--- src/rtl/rom_access_arbiter.sv ---
// rom_access_arbiter: shares a single-port combinational program ROM between
// the instruction-fetch port and a data-side constant-load port.
// Each granted access is range/alignment checked, spends one cycle in READ
// driving the ROM, and returns registered data with a one-cycle valid pulse.
// Optional feature macro: ROM_ARB_ROUND_ROBIN_EN
//   defined   -> ties go to the port not granted most recently
//   undefined -> fixed priority, fetch wins every tie
module rom_access_arbiter #(
  parameter int DATA_WIDTH   = 32,
  parameter int ADDR_WIDTH   = 32,
  parameter int MEMORY_DEPTH = 64
) (
  input  logic                  Clk_i,
  input  logic                  Reset_n_i,
  // instruction-fetch port
  input  logic                  Fetch_Req_i,
  input  logic [ADDR_WIDTH-1:0] Fetch_Addr_i,
  output logic                  Fetch_Gnt_o,
  output logic                  Fetch_Valid_o,
  output logic [DATA_WIDTH-1:0] Fetch_Data_o,
  output logic                  Fetch_Err_o,
  // data-side read port
  input  logic                  Data_Req_i,
  input  logic [ADDR_WIDTH-1:0] Data_Addr_i,
  output logic                  Data_Gnt_o,
  output logic                  Data_Valid_o,
  output logic [DATA_WIDTH-1:0] Data_Rdata_o,
  output logic                  Data_Err_o,
  // ROM pins
  output logic                  Rom_Enable_o,
  output logic [ADDR_WIDTH-1:0] Rom_Address_o,
  input  logic [DATA_WIDTH-1:0] Rom_Instruction_i
);

  localparam int IDX_W = ADDR_WIDTH - 2;
  localparam logic [IDX_W-1:0] DEPTH_IDX = IDX_W'(MEMORY_DEPTH);

  typedef enum logic [1:0] {
    ST_IDLE,
    ST_READ,
    ST_RESP
  } state_e;

  typedef enum logic {
    REQ_FETCH,
    REQ_DATA
  } req_e;

  // FSM and transaction context
  state_e                  state_q, state_d;
  req_e                    id_q, id_d;
  logic                    err_q, err_d;
  logic [ADDR_WIDTH-1:0]   rom_addr_q, rom_addr_d;

  // per-port response registers
  logic                    fetch_valid_q, fetch_valid_d;
  logic [DATA_WIDTH-1:0]   fetch_data_q, fetch_data_d;
  logic                    fetch_err_q, fetch_err_d;
  logic                    data_valid_q, data_valid_d;
  logic [DATA_WIDTH-1:0]   data_rdata_q, data_rdata_d;
  logic                    data_err_q, data_err_d;

  // arbitration
  logic                    grant_ok;
  logic                    fetch_pick;
  logic                    fetch_gnt;
  logic                    data_gnt;
  logic                    any_gnt;
  logic [ADDR_WIDTH-1:0]   sel_addr;
  logic [IDX_W-1:0]        sel_idx;
  logic                    sel_err;
  logic [DATA_WIDTH-1:0]   rsp_word;

`ifdef ROM_ARB_ROUND_ROBIN_EN
  // 1: data port was granted most recently, so fetch wins the next tie
  logic                    last_data_q, last_data_d;
`endif

  // Decide which requester (if any) is granted this cycle
  always_comb begin
    grant_ok = (state_q == ST_IDLE) || (state_q == ST_RESP);
`ifdef ROM_ARB_ROUND_ROBIN_EN
    fetch_pick = Fetch_Req_i && (!Data_Req_i || last_data_q);
`else
    fetch_pick = Fetch_Req_i;
`endif
    fetch_gnt = grant_ok && fetch_pick;
    data_gnt  = grant_ok && Data_Req_i && !fetch_pick;
    any_gnt   = fetch_gnt || data_gnt;
  end

  // Select the winner's address and classify it as legal or erroneous
  always_comb begin
    sel_addr = fetch_gnt ? Fetch_Addr_i : Data_Addr_i;
    sel_idx  = sel_addr[ADDR_WIDTH-1:2];
    sel_err  = (sel_addr[1:0] != 2'b00) || (sel_idx >= DEPTH_IDX);
  end

`ifdef ROM_ARB_ROUND_ROBIN_EN
  // Track the most recent winner for round-robin tie breaking
  always_comb begin
    last_data_d = last_data_q;
    if (any_gnt) begin
      last_data_d = data_gnt;
    end
  end
`endif

  // Next-state logic and latching of the granted transaction
  always_comb begin
    state_d    = state_q;
    id_d       = id_q;
    err_d      = err_q;
    rom_addr_d = rom_addr_q;
    unique case (state_q)
      ST_IDLE, ST_RESP: begin
        if (any_gnt) begin
          state_d = ST_READ;
          id_d    = data_gnt ? REQ_DATA : REQ_FETCH;
          err_d   = sel_err;
          // ROM address only moves for legal accesses so it holds otherwise
          if (!sel_err) begin
            rom_addr_d = {2'b00, sel_idx};
          end
        end else begin
          state_d = ST_IDLE;
        end
      end
      ST_READ: begin
        state_d = ST_RESP;
      end
      default: begin
        state_d = ST_IDLE;
      end
    endcase
  end

  // Capture the ROM word (or zero on error) into the owning port's registers
  always_comb begin
    rsp_word      = err_q ? '0 : Rom_Instruction_i;
    fetch_valid_d = (state_q == ST_READ) && (id_q == REQ_FETCH);
    data_valid_d  = (state_q == ST_READ) && (id_q == REQ_DATA);
    fetch_data_d  = fetch_data_q;
    fetch_err_d   = fetch_err_q;
    data_rdata_d  = data_rdata_q;
    data_err_d    = data_err_q;
    if (fetch_valid_d) begin
      fetch_data_d = rsp_word;
      fetch_err_d  = err_q;
    end
    if (data_valid_d) begin
      data_rdata_d = rsp_word;
      data_err_d   = err_q;
    end
  end

  // State and transaction registers; async reset drops any pending response
  always_ff @(posedge Clk_i or negedge Reset_n_i) begin
    if (!Reset_n_i) begin
      state_q    <= ST_IDLE;
      id_q       <= REQ_FETCH;
      err_q      <= 1'b0;
      rom_addr_q <= '0;
    end else begin
      state_q    <= state_d;
      id_q       <= id_d;
      err_q      <= err_d;
      rom_addr_q <= rom_addr_d;
    end
  end

  // Response registers for both ports
  always_ff @(posedge Clk_i or negedge Reset_n_i) begin
    if (!Reset_n_i) begin
      fetch_valid_q <= 1'b0;
      fetch_data_q  <= '0;
      fetch_err_q   <= 1'b0;
      data_valid_q  <= 1'b0;
      data_rdata_q  <= '0;
      data_err_q    <= 1'b0;
    end else begin
      fetch_valid_q <= fetch_valid_d;
      fetch_data_q  <= fetch_data_d;
      fetch_err_q   <= fetch_err_d;
      data_valid_q  <= data_valid_d;
      data_rdata_q  <= data_rdata_d;
      data_err_q    <= data_err_d;
    end
  end

`ifdef ROM_ARB_ROUND_ROBIN_EN
  // Round-robin pointer; resets to "data last" so fetch wins the first tie
  always_ff @(posedge Clk_i or negedge Reset_n_i) begin
    if (!Reset_n_i) begin
      last_data_q <= 1'b1;
    end else begin
      last_data_q <= last_data_d;
    end
  end
`endif

  assign Fetch_Gnt_o   = fetch_gnt;
  assign Data_Gnt_o    = data_gnt;
  assign Fetch_Valid_o = fetch_valid_q;
  assign Fetch_Data_o  = fetch_data_q;
  assign Fetch_Err_o   = fetch_err_q;
  assign Data_Valid_o  = data_valid_q;
  assign Data_Rdata_o  = data_rdata_q;
  assign Data_Err_o    = data_err_q;
  assign Rom_Enable_o  = (state_q == ST_READ) && !err_q;
  assign Rom_Address_o = rom_addr_q;

endmodule

--- config.mk ---
export PLATFORM = sky130hd
export DESIGN_NAME = rom_access_arbiter
export DESIGN_NICKNAME = d
export VERILOG_FILES = /design/src/rtl/rom_access_arbiter.sv
export SDC_FILE = /design/constraint.sdc
export NUM_CORES = 1
export LEC_CHECK = 0
export BUFFER_PORTS_ARGS = -buffer_cell sky130_fd_sc_hd__buf_2
export CAP_MARGIN = 20
export CORE_ASPECT_RATIO = 0.7
export CORE_MARGIN = 2
export CORE_UTILIZATION = 49
export DETAILED_ROUTE_END_ITERATION = 16
export HOLD_SLACK_MARGIN = 0.06
export PLACE_DENSITY = 0.85
export SLEW_MARGIN = 20
export SYNTH_ARGS = -nofsm -noshare
export SYNTH_HDL_FRONTEND = slang
export SYNTH_SLANG_ARGS = --single-unit
export TNS_END_PERCENT = 100
--- constraint.sdc ---
create_clock -name Clk_i -period 3.3 [get_ports Clk_i]
set_clock_uncertainty 0.2 [all_clocks]
set_input_delay 0.33 -clock Clk_i [delete_from_list [all_inputs] [get_ports Clk_i]]
set_output_delay 0.33 -clock Clk_i [all_outputs]
set_load 0.005 [all_outputs]
==> results of run 1 <==
-- cell usage after synthesis, drive strengths merged --
cell type	instances
o22ai	1
nand4	3
conb	1
dfrtp	102
nand2b	33
buf	4
o41ai	2
nor3	1
clkbuf	19
or3	1
nor2	6
o21ai	64
and2	24
a21oi	1
o21a	1
mux2	8
nor4	10
inv	4
nand2	83
nand3	2
nor3b	1
-- stage by stage --
stage | setup slack, ns | area (sq um) | std cells | power (mW)
6_report | 0.877 | 5350 | 671 | 2.54
5_1_grt | 0.708 | 5350 | 671 | 2.64
2_1_floorplan | 1.47 | 3980 | 372 | 1.38
3_5_place_dp | 0.763 | 5020 | 653 | 1.48
3_3_place_gp | 0.854 | 5020 | 653 | 1.48
4_1_cts | 0.885 | 5350 | 671 | 2.56
-- state kept, by name, indices dropped and copies added, names as in the netlist --
name	flops
Data_Rdata_o	32
Fetch_Data_o	32
Rom_Address_o	30
state_q	2
Data_Err_o	1
Data_Valid_o	1
Fetch_Err_o	1
Fetch_Valid_o	1
err_q	1
id_q	1
-- worst max-delay path, delay by kind of cell (launching register included) --
kind | cells | cell delay, ns
AO/OA/AOI/OAI | 1 | 0.11
AND/OR/NAND/NOR | 3 | 0.92
flip-flops | 1 | 0.41
multiplexers | 1 | 0.53
buffers and inverters | 1 | 0.12
-- cells by family (layout without fill, tap and decap cells) --
group,count (synthesis),after routing,synth area share
and+or+nand+nor,164,164,0.205
DFF,102,102,0.643
AOI/OAI and AO/OA,69,69,0.0914
buffers and inverters,27,225,0.0325
muxes,8,8,0.0274
other,1,2,0.000944
-- repair_timing --
item / 4_1_cts / 5_1_grt
hold buffers: 2 / 0
hold endpoints to repair: 85 / 0
buffers inserted: 0 / 0
-- worst max path at each step --
stage,cells after the start,to,start,slack [ns]
final,6,Rom_Address_o[4]$_DFFE_PN0P_,state_q[0]$_DFF_PN0_,0.88
after global routing,6,Rom_Address_o[4]$_DFFE_PN0P_,state_q[0]$_DFF_PN0_,0.71
after floorplan,8,Rom_Address_o[1]$_DFFE_PN0P_,state_q[0]$_DFF_PN0_,1.47
after CTS,6,Rom_Address_o[4]$_DFFE_PN0P_,state_q[0]$_DFF_PN0_,0.89
after detailed placement,6,Rom_Address_o[2]$_DFFE_PN0P_,Data_Addr_i[12],0.76
after global placement,6,Rom_Address_o[3]$_DFFE_PN0P_,Data_Addr_i[19],0.85
-- metal layers --
metal | share of wire | up-vias | GRT usage
met5 | 0 | - | 0
li1 | - | 1599 | -
met2 | 0.47 | 131 | 0.373
met3 | 0.066 | 15 | 0.0641
met1 | 0.45 | 1568 | 0.314
met4 | 0.013 | 0 | 0.0704
-- report_power, final --
| part | internal, mW | switching, mW | total (mW) |
|---|---|---|---|
| registers | 1.26 | 0.00772 | 1.27 |
| logic | 0.0678 | 0.123 | 0.191 |
| clock network | 0.618 | 0.462 | 1.08 |
| total | 1.95 | 0.593 | 2.54 |
-- area by class of cell --
class,instances,area (sq um)
Clock buffer,11,243
Clock inverter,5,65.1
Fill cell,602,2520
Inverter,4,20.0
Multi-Input combinational cell,243,1300
Sequential cell,102,2550
Tap cell,101,126
Timing Repair Buffer,205,1050
==> results.yml, run 1 <==
drt:
  post_route_drc: 0
  vias: 3313
  routed_wire_length_per_instance_um: 14.9
  drt_via_density: 4.94
  drtAntennaViolNets: 0
  drtPass1Iterations: 4
  initialDrtViolationCount: 294
  wirelength_routed_um: 10000
layout:
  finalCoreUtilization: 0.680
  final_cell_mix: "sky130_fd_sc_hd__buf_2 (199), sky130_fd_sc_hd__dfrtp_1 (102), sky130_fd_sc_hd__nand2_1 (82)"
  n_antenna_cell: 0
  area_growth_syn_to_layout_pct: 34.8
  layout.cells.most_common: "sky130_fd_sc_hd__buf_2"
  drive_above_1_share: 0.407
  design.final.nets: 665
floorplan:
  top_level_ports: 203
  die-area_sq_mm: 0.00885
  dieHeight_um: 79.3
  start_util: 0.505
  placeableCoreArea_sq_mm: 0.00787
  core.rowCount: 27
  die_width_um: 112
power_and_ir_drop:
  power_density_mw_per_mm2: 474
  power.ir.vdd_worst_mv: 0.305
  leakagePower_nw: 2.95
sta:
  timing.final.setup_violations: 0
  achievable-frequency_mhz: 413
  report.final.hold_viol_count: 0
  timing.final.crit_share: 0.734
  worst-slew-pin-transition_ns: 1.01
  grt_setup_unrepaired: "no"
  fin_tns_setup_ns: 0
  maxSlewViolCount: 0
  hold_slack_ns: 0.0683
  slew_headroom: 0.326
  post-route-min-period_ns: 2.42
worst_setup_path:
  critical_path.reg2reg.endpoint: "Rom_Address_o[4]$_DFFE_PN0P_"
  reg2reg_slack_ns: 0.88
  critPathMaxStageDelay_ns: 0.61
  worst_setup_path_end_kind: "flop"
  timing.critical_path.fanout_max: 31
  regToRegStartpoint: "state_q[0]$_DFF_PN0_"
  worstPathCellList: "nand2b_4, inv_6, nand3_1, o22ai_2, nand4_2, mux2_4"
  worst_setup_path_class: "reg2reg"
  timing.critical_path.required_ns: 3.31
  worst_setup_path_start_kind: "flop"
  cp_slowest_cell: "sky130_fd_sc_hd__nand4_2"
  worst-endpoint-arrival_ns: 2.43
  worstRegToRegCells: 6
hold_path:
  timing.hold.worst.class: "in2reg"
  hold_path_depth: 3
  timing.hold.worst_endpoint: "Data_Rdata_o[1]$_DFFE_PN0P_"
  hold_start: "Rom_Instruction_i[1]"
global_route:
  grt_util_all_layers: 0.233
  grt_start_max_net_pins: 90
  overflow: 0
  first_global_vias: 3383
  first_pass_grt_wire_length_um: 16400
  antenna_violations_before_repair: 0
yosys:
  synth.top_cell.area_share: 0.643
  synthesis.area_sq_mm: 0.00397
  synth_top_cells_by_area: "sky130_fd_sc_hd__dfrtp_1 (64%), sky130_fd_sc_hd__o21ai_0 (8.1%), sky130_fd_sc_hd__nand2_1 (7.8%), sky130_fd_sc_hd__nand2b_1 (5.0%), sky130_fd_sc_hd__and2_1 (3.8%)"
  synth_largest_area_cell: "sky130_fd_sc_hd__dfrtp_1"
  synthesized_instance_count: 371
  synth_warnings: 0
  post_synth_num_cell_types: 26
  postSynthRegisterBits: 102
  ys_seq_area_frac: 0.643
  synth.avg_cell_area_sq_um: 10.7
clock_network:
  cts_inserted_buffers: 9
  post_cts.resized_instances: 0
  tritoncts_num_sinks: 102
  clock_insertion_delay_at_the_later_pin_of_the_skew_report_ns: 0.33
  cts_max_level: 3
  root_buffer: "sky130_fd_sc_hd__clkbuf_16"
  cts_tree: "done"
  clkTransAtPathRegs_ns: 0.07
  max-clock-path-buffers: 2
placement:
  io_port_bufs: 200
  final_weighted_congestion_of_routability_driven_global_placement: 0.791
  dp_hpwl_um: 7240
run:
  maxCapViolations: 0
run_status:
  status: "completed"
No activity file was read; power rests on OpenSTA's default activity.
==> run 2: changes to the inputs <==
CORE_UTILIZATION = 41   (was 49)
PLACE_DENSITY = 0.76   (was 0.85)
clock period = 2.15 ns   (was 3.3 ns; I/O delays follow)
==> results.yml, run 2 (same netlist as run 1, synthesis figures left out) <==
sta:
  fin_tns_setup_ns: 0
  hold_slack_ns: 0.181
  slew_headroom: 0.566
  timing.final.crit_share: 0.973
  post-route-worst-setup-slack_ns: 0.0585
  achievable-frequency_mhz: 478
  worst-slew-pin-transition_ns: 0.651
  timing.final.setup_violations: 0
  maxSlewViolCount: 0
  report.final.hold_viol_count: 0
  post-route-min-period_ns: 2.09
  grt_setup_unrepaired: "no"
drt:
  drtAntennaViolNets: 0
  drt_via_density: 4.64
  initialDrtViolationCount: 184
  vias: 3461
  routed_wire_length_per_instance_um: 14.1
  post_route_drc: 0
  wirelength_routed_um: 10500
  drtPass1Iterations: 4
clock_network:
  clkTransAtPathRegs_ns: 0.07
  cts_max_level: 3
  tritoncts_num_sinks: 102
  cts_tree: "done"
  post_cts.resized_instances: 0
  root_buffer: "sky130_fd_sc_hd__clkbuf_16"
  clock_insertion_delay_at_the_later_pin_of_the_skew_report_ns: 0.33
  cts_inserted_buffers: 9
  max-clock-path-buffers: 2
power_and_ir_drop:
  leakagePower_nw: 3.17
  design_power_total_mw: 4.04
  power.ir.vdd_worst_mv: 0.382
  power_density_mw_per_mm2: 684
placement:
  pre_cts_ws_ns: 0.199
  io_port_bufs: 200
  final_weighted_congestion_of_routability_driven_global_placement: 0.759
  dp_hpwl_um: 7470
global_route:
  grt_start_max_net_pins: 67
  antenna_violations_before_repair: 0
  first_pass_grt_wire_length_um: 16900
  first_global_vias: 3510
  grt_util_all_layers: 0.206
  overflow: 0
worst_setup_path:
  timing.critical_path.required_ns: 2.16
  cp_slowest_cell: "sky130_fd_sc_hd__dlygate4sd3_1"
  critical_path.top_delay_family: "buffers and inverters"
  worst_setup_path_start_kind: "input pin"
  worst_setup_path_end_kind: "flop"
  worst_setup_path_class: "in2reg"
  regToRegStartpoint: "state_q[0]$_DFF_PN0_"
  critical_path.n_buffers_inverters: 4
  critPathMaxStageDelay_ns: 0.56
  worst_setup_path_startpoint: "Fetch_Req_i"
  worstPathCellList: "dlygate4sd3_1, buf_2, nand2b_4, inv_6, nand2_1, nand2_1, dlygate4sd3_1, mux2_4"
  timing.critical_path.fanout_max: 10
  worst-endpoint-arrival_ns: 2.10
layout:
  layout.cells.most_common: "sky130_fd_sc_hd__buf_2"
  design.final.nets: 714
  final_cell_mix: "sky130_fd_sc_hd__buf_2 (199), sky130_fd_sc_hd__dfrtp_1 (102), sky130_fd_sc_hd__nand2_1 (82)"
  area_growth_syn_to_layout_pct: 48.6
  layout.filler_cells: 791
  finalCoreUtilization: 0.617
  n_antenna_cell: 0
  drive_above_1_share: 0.382
floorplan:
  placeableCoreArea_sq_mm: 0.00957
  top_level_ports: 203
  die_width_um: 122
  core.rowCount: 30
  die-area_sq_mm: 0.0105
  start_util: 0.415
  dieHeight_um: 86.3
run_status:
  status: "completed"
hold_path:
  timing.hold.worst.class: "in2async"
run:
  maxCapViolations: 0
==> run 2: layout make-up <==
class,instances,area [sq um],share of cell area
flip-flops and latches,102,2550,0.432
multi-input cells,243,1300,0.220
well taps,128,160,0.0271
clock inverters,5,82.6,0.0140
inverters,4,20.0,0.00339
repair buffers,254,1550,0.263
clock buffers,10,239,0.0405
==> run 2: power breakdown <==
part / switching [mW] / total (mW) / internal (mW)
sequential: 0.0121 / 1.95 / 1.94
combinational: 0.207 / 0.383 / 0.177
clock: 0.656 / 1.70 / 1.05
==> run 2: routing by layer <==
layer / wire (um) / GRT usage
met5: 0 / 0
met4: 84 / 0.0428
met3: 634 / 0.0539
met2: 4960 / 0.344
met1: 4870 / 0.275
==> run 2: final timing paths <==
check / endpoint / slack, ns / cells after the start
min: Fetch_Data_o[30]$_DFFE_PN0P_ / 0.18 / 2
max reg2reg: Rom_Address_o[1]$_DFFE_PN0P_ / 0.18 / 6
min in group Clk_i: Data_Rdata_o[10]$_DFFE_PN0P_ / 0.28 / 2
min reg2reg: Data_Rdata_o[10]$_DFFE_PN0P_ / 0.28 / 2
max in group asynchronous: Data_Rdata_o[0]$_DFFE_PN0P_ / 0.87 / 3
max: Rom_Address_o[1]$_DFFE_PN0P_ / 0.06 / 8
==> run 2: repair_timing <==
item / in CTS / in global routing
hold buffers: 47 / 0
hold endpoints to repair: 147 / 0
setup buffers: 0 / 0
endpoints found under the setup margin: 0 / 0
==> run 2: through the flow <==
stage,instances,area [sq um]
after floorplan,372,3980
final,746,5900
after global placement,684,5110
after global routing,746,5900
after detailed placement,684,5110
after CTS,746,5900
==> run 3: changes to the inputs <==
SETUP_SLACK_MARGIN = 0.4   (was default)
==> results.yml, run 3 (same netlist as run 1, synthesis figures left out) <==
power_and_ir_drop:
  power_density_mw_per_mm2: 659
  leakagePower_nw: 3.29
  power.ir.vdd_worst_mv: 0.547
  design_power_total_mw: 4.05
run_status:
  status: "completed"
sta:
  report.final.hold_viol_count: 0
  post-route-worst-setup-slack_ns: 0.297
  fin_tns_setup_ns: 0
  timing.final.setup_violations: 0
  worst-slew-pin-transition_ns: 0.588
  maxSlewViolCount: 0
  post-route-min-period_ns: 1.85
  achievable-frequency_mhz: 540
  grt_setup_unrepaired: "yes"
  slew_headroom: 0.604
  timing.final.crit_share: 0.862
drt:
  drt_via_density: 4.76
  routed_wire_length_per_instance_um: 15.1
  drtPass1Iterations: 5
  drtAntennaViolNets: 0
  wirelength_routed_um: 11400
  post_route_drc: 0
  initialDrtViolationCount: 171
  vias: 3607
layout:
  sequential_cell_area_sq_mm: 0.00255
  n_antenna_cell: 0
  layout.filler_cells: 760
  final_cell_mix: "sky130_fd_sc_hd__buf_2 (199), sky130_fd_sc_hd__dfrtp_1 (102), sky130_fd_sc_hd__nand2_1 (82)"
  layout.cells.most_common: "sky130_fd_sc_hd__buf_2"
  layout.cells.non_filler: 757
  finalCoreUtilization: 0.643
  area_growth_syn_to_layout_pct: 54.9
  multi_input_comb_area_sq_mm: 0.00138
  design.final.nets: 725
  drive_above_1_share: 0.426
clock_network:
  cts_max_level: 3
  tritoncts_num_sinks: 102
  max-clock-path-buffers: 2
  cts_tree: "done"
  clkTransAtPathRegs_ns: 0.06
  cts_inserted_buffers: 9
  root_buffer: "sky130_fd_sc_hd__clkbuf_16"
  clock_insertion_delay_at_the_later_pin_of_the_skew_report_ns: 0.33
worst_setup_path:
  worst-endpoint-arrival_ns: 1.87
  worstRegToRegCells: 7
  timing.critical_path.fanout_max: 8
  worst_setup_path_start_kind: "flop"
  worst_setup_path_class: "reg2reg"
  timing.critical_path.required_ns: 2.17
  worst_setup_path_end_kind: "flop"
placement:
  final_weighted_congestion_of_routability_driven_global_placement: 0.926
  dpl.cell_count: 685
  io_port_bufs: 200
  pre_cts_ws_ns: 0.101
  dp_hpwl_um: 7630
global_route:
  first_global_vias: 3565
  first_pass_grt_wire_length_um: 17300
  grt_util_all_layers: 0.212
  antenna_violations_before_repair: 0
  overflow: 0
  grt_start_max_net_pins: 46
run:
  maxCapViolations: 0
floorplan:
  core.rowCount: 30
  top_level_ports: 203
  placeableCoreArea_sq_mm: 0.00957
  dieHeight_um: 86.3
  start_util: 0.415
  die_width_um: 122
  die-area_sq_mm: 0.0105
hold_path:
  hold_path_depth: 4
  timing.hold.worst.class: "in2reg"
==> run 3: cell types whose count changed in the layout (fill, tap and decap cells not counted), moves of 2 or more <==
cell                        change
sky130_fd_sc_hd__buf_8          +2
sky130_fd_sc_hd__inv_6          -2
sky130_fd_sc_hd__clkbuf_16      +2
sky130_fd_sc_hd__and2_1        -21
sky130_fd_sc_hd__buf_4          +4
sky130_fd_sc_hd__buf_12         +3
sky130_fd_sc_hd__and2_4        +21
==> run 3: layout make-up <==
type,instances,area share
multi-input combinational,243,0.225
clock buffer,10,0.0372
sequential,102,0.415
tap,128,0.0260
timing repair buffer,265,0.280
inverter,4,0.00366
clock inverter,5,0.0138
==> run 3: worst paths after layout <==
check,slack (ns),startpoint,endpoint
worst max-delay path,0.30,state_q[0]$_DFF_PN0_,Rom_Address_o[3]$_DFFE_PN0P_
worst min-delay path,0.09,Fetch_Req_i,id_q$_DFFE_PN0P_
worst max register to register,0.30,state_q[0]$_DFF_PN0_,Rom_Address_o[3]$_DFFE_PN0P_
worst min register to register,0.28,Data_Rdata_o[12]$_DFFE_PN0P_,Data_Rdata_o[12]$_DFFE_PN0P_
max in group asynchronous,0.88,Reset_n_i,Data_Rdata_o[10]$_DFFE_PN0P_
min in group asynchronous,0.15,Reset_n_i,Fetch_Data_o[25]$_DFFE_PN0P_
==> run 3: through the flow <==
step	cell area [sq um]	hold WS, ns
after floorplan	3980	-0.281
after global placement	5130	-0.0354
after detailed placement	5130	-0.0341
after CTS	5960	0.0845
after global routing	6150	0.0849
final	6150	0.0904
==> run 3: worst max-delay path, stage by stage, from the launching register on <==
cell	delay, ns
sky130_fd_sc_hd__dfrtp_1	0.39
sky130_fd_sc_hd__nand2b_4	0.20
sky130_fd_sc_hd__inv_8	0.09
sky130_fd_sc_hd__nand3_4	0.07
sky130_fd_sc_hd__o22ai_4	0.17
sky130_fd_sc_hd__nand4_4	0.14
sky130_fd_sc_hd__buf_12	0.19
sky130_fd_sc_hd__mux2_4	0.29
==> run 3: power breakdown <==
group	switching [mW]	internal, mW
clock network	0.668	1.02
registers	0.0119	1.94
logic	0.221	0.197
total	0.902	3.15
==> run 3: metal layers <==
metal	share of wire	GRT usage	vias up
li1	-	-	1720
met1	0.43	0.275	1724
met2	0.48	0.347	139
met3	0.074	0.0572	24
met4	0.019	0.0784	0
met5	0	0	-
==> run 3: what timing repair did <==
| action | in CTS | in global routing |
|---|---|---|
| gates resized for setup | 9 | 25 |
| hold buffers | 47 | 0 |
| endpoints found under the hold margin | 145 | 0 |
| buffers inserted | 2 | 5 |
| cloned | 0 | 3 |
| pin swaps | 0 | 23 |
| setup endpoints to repair | 53 | 30 |
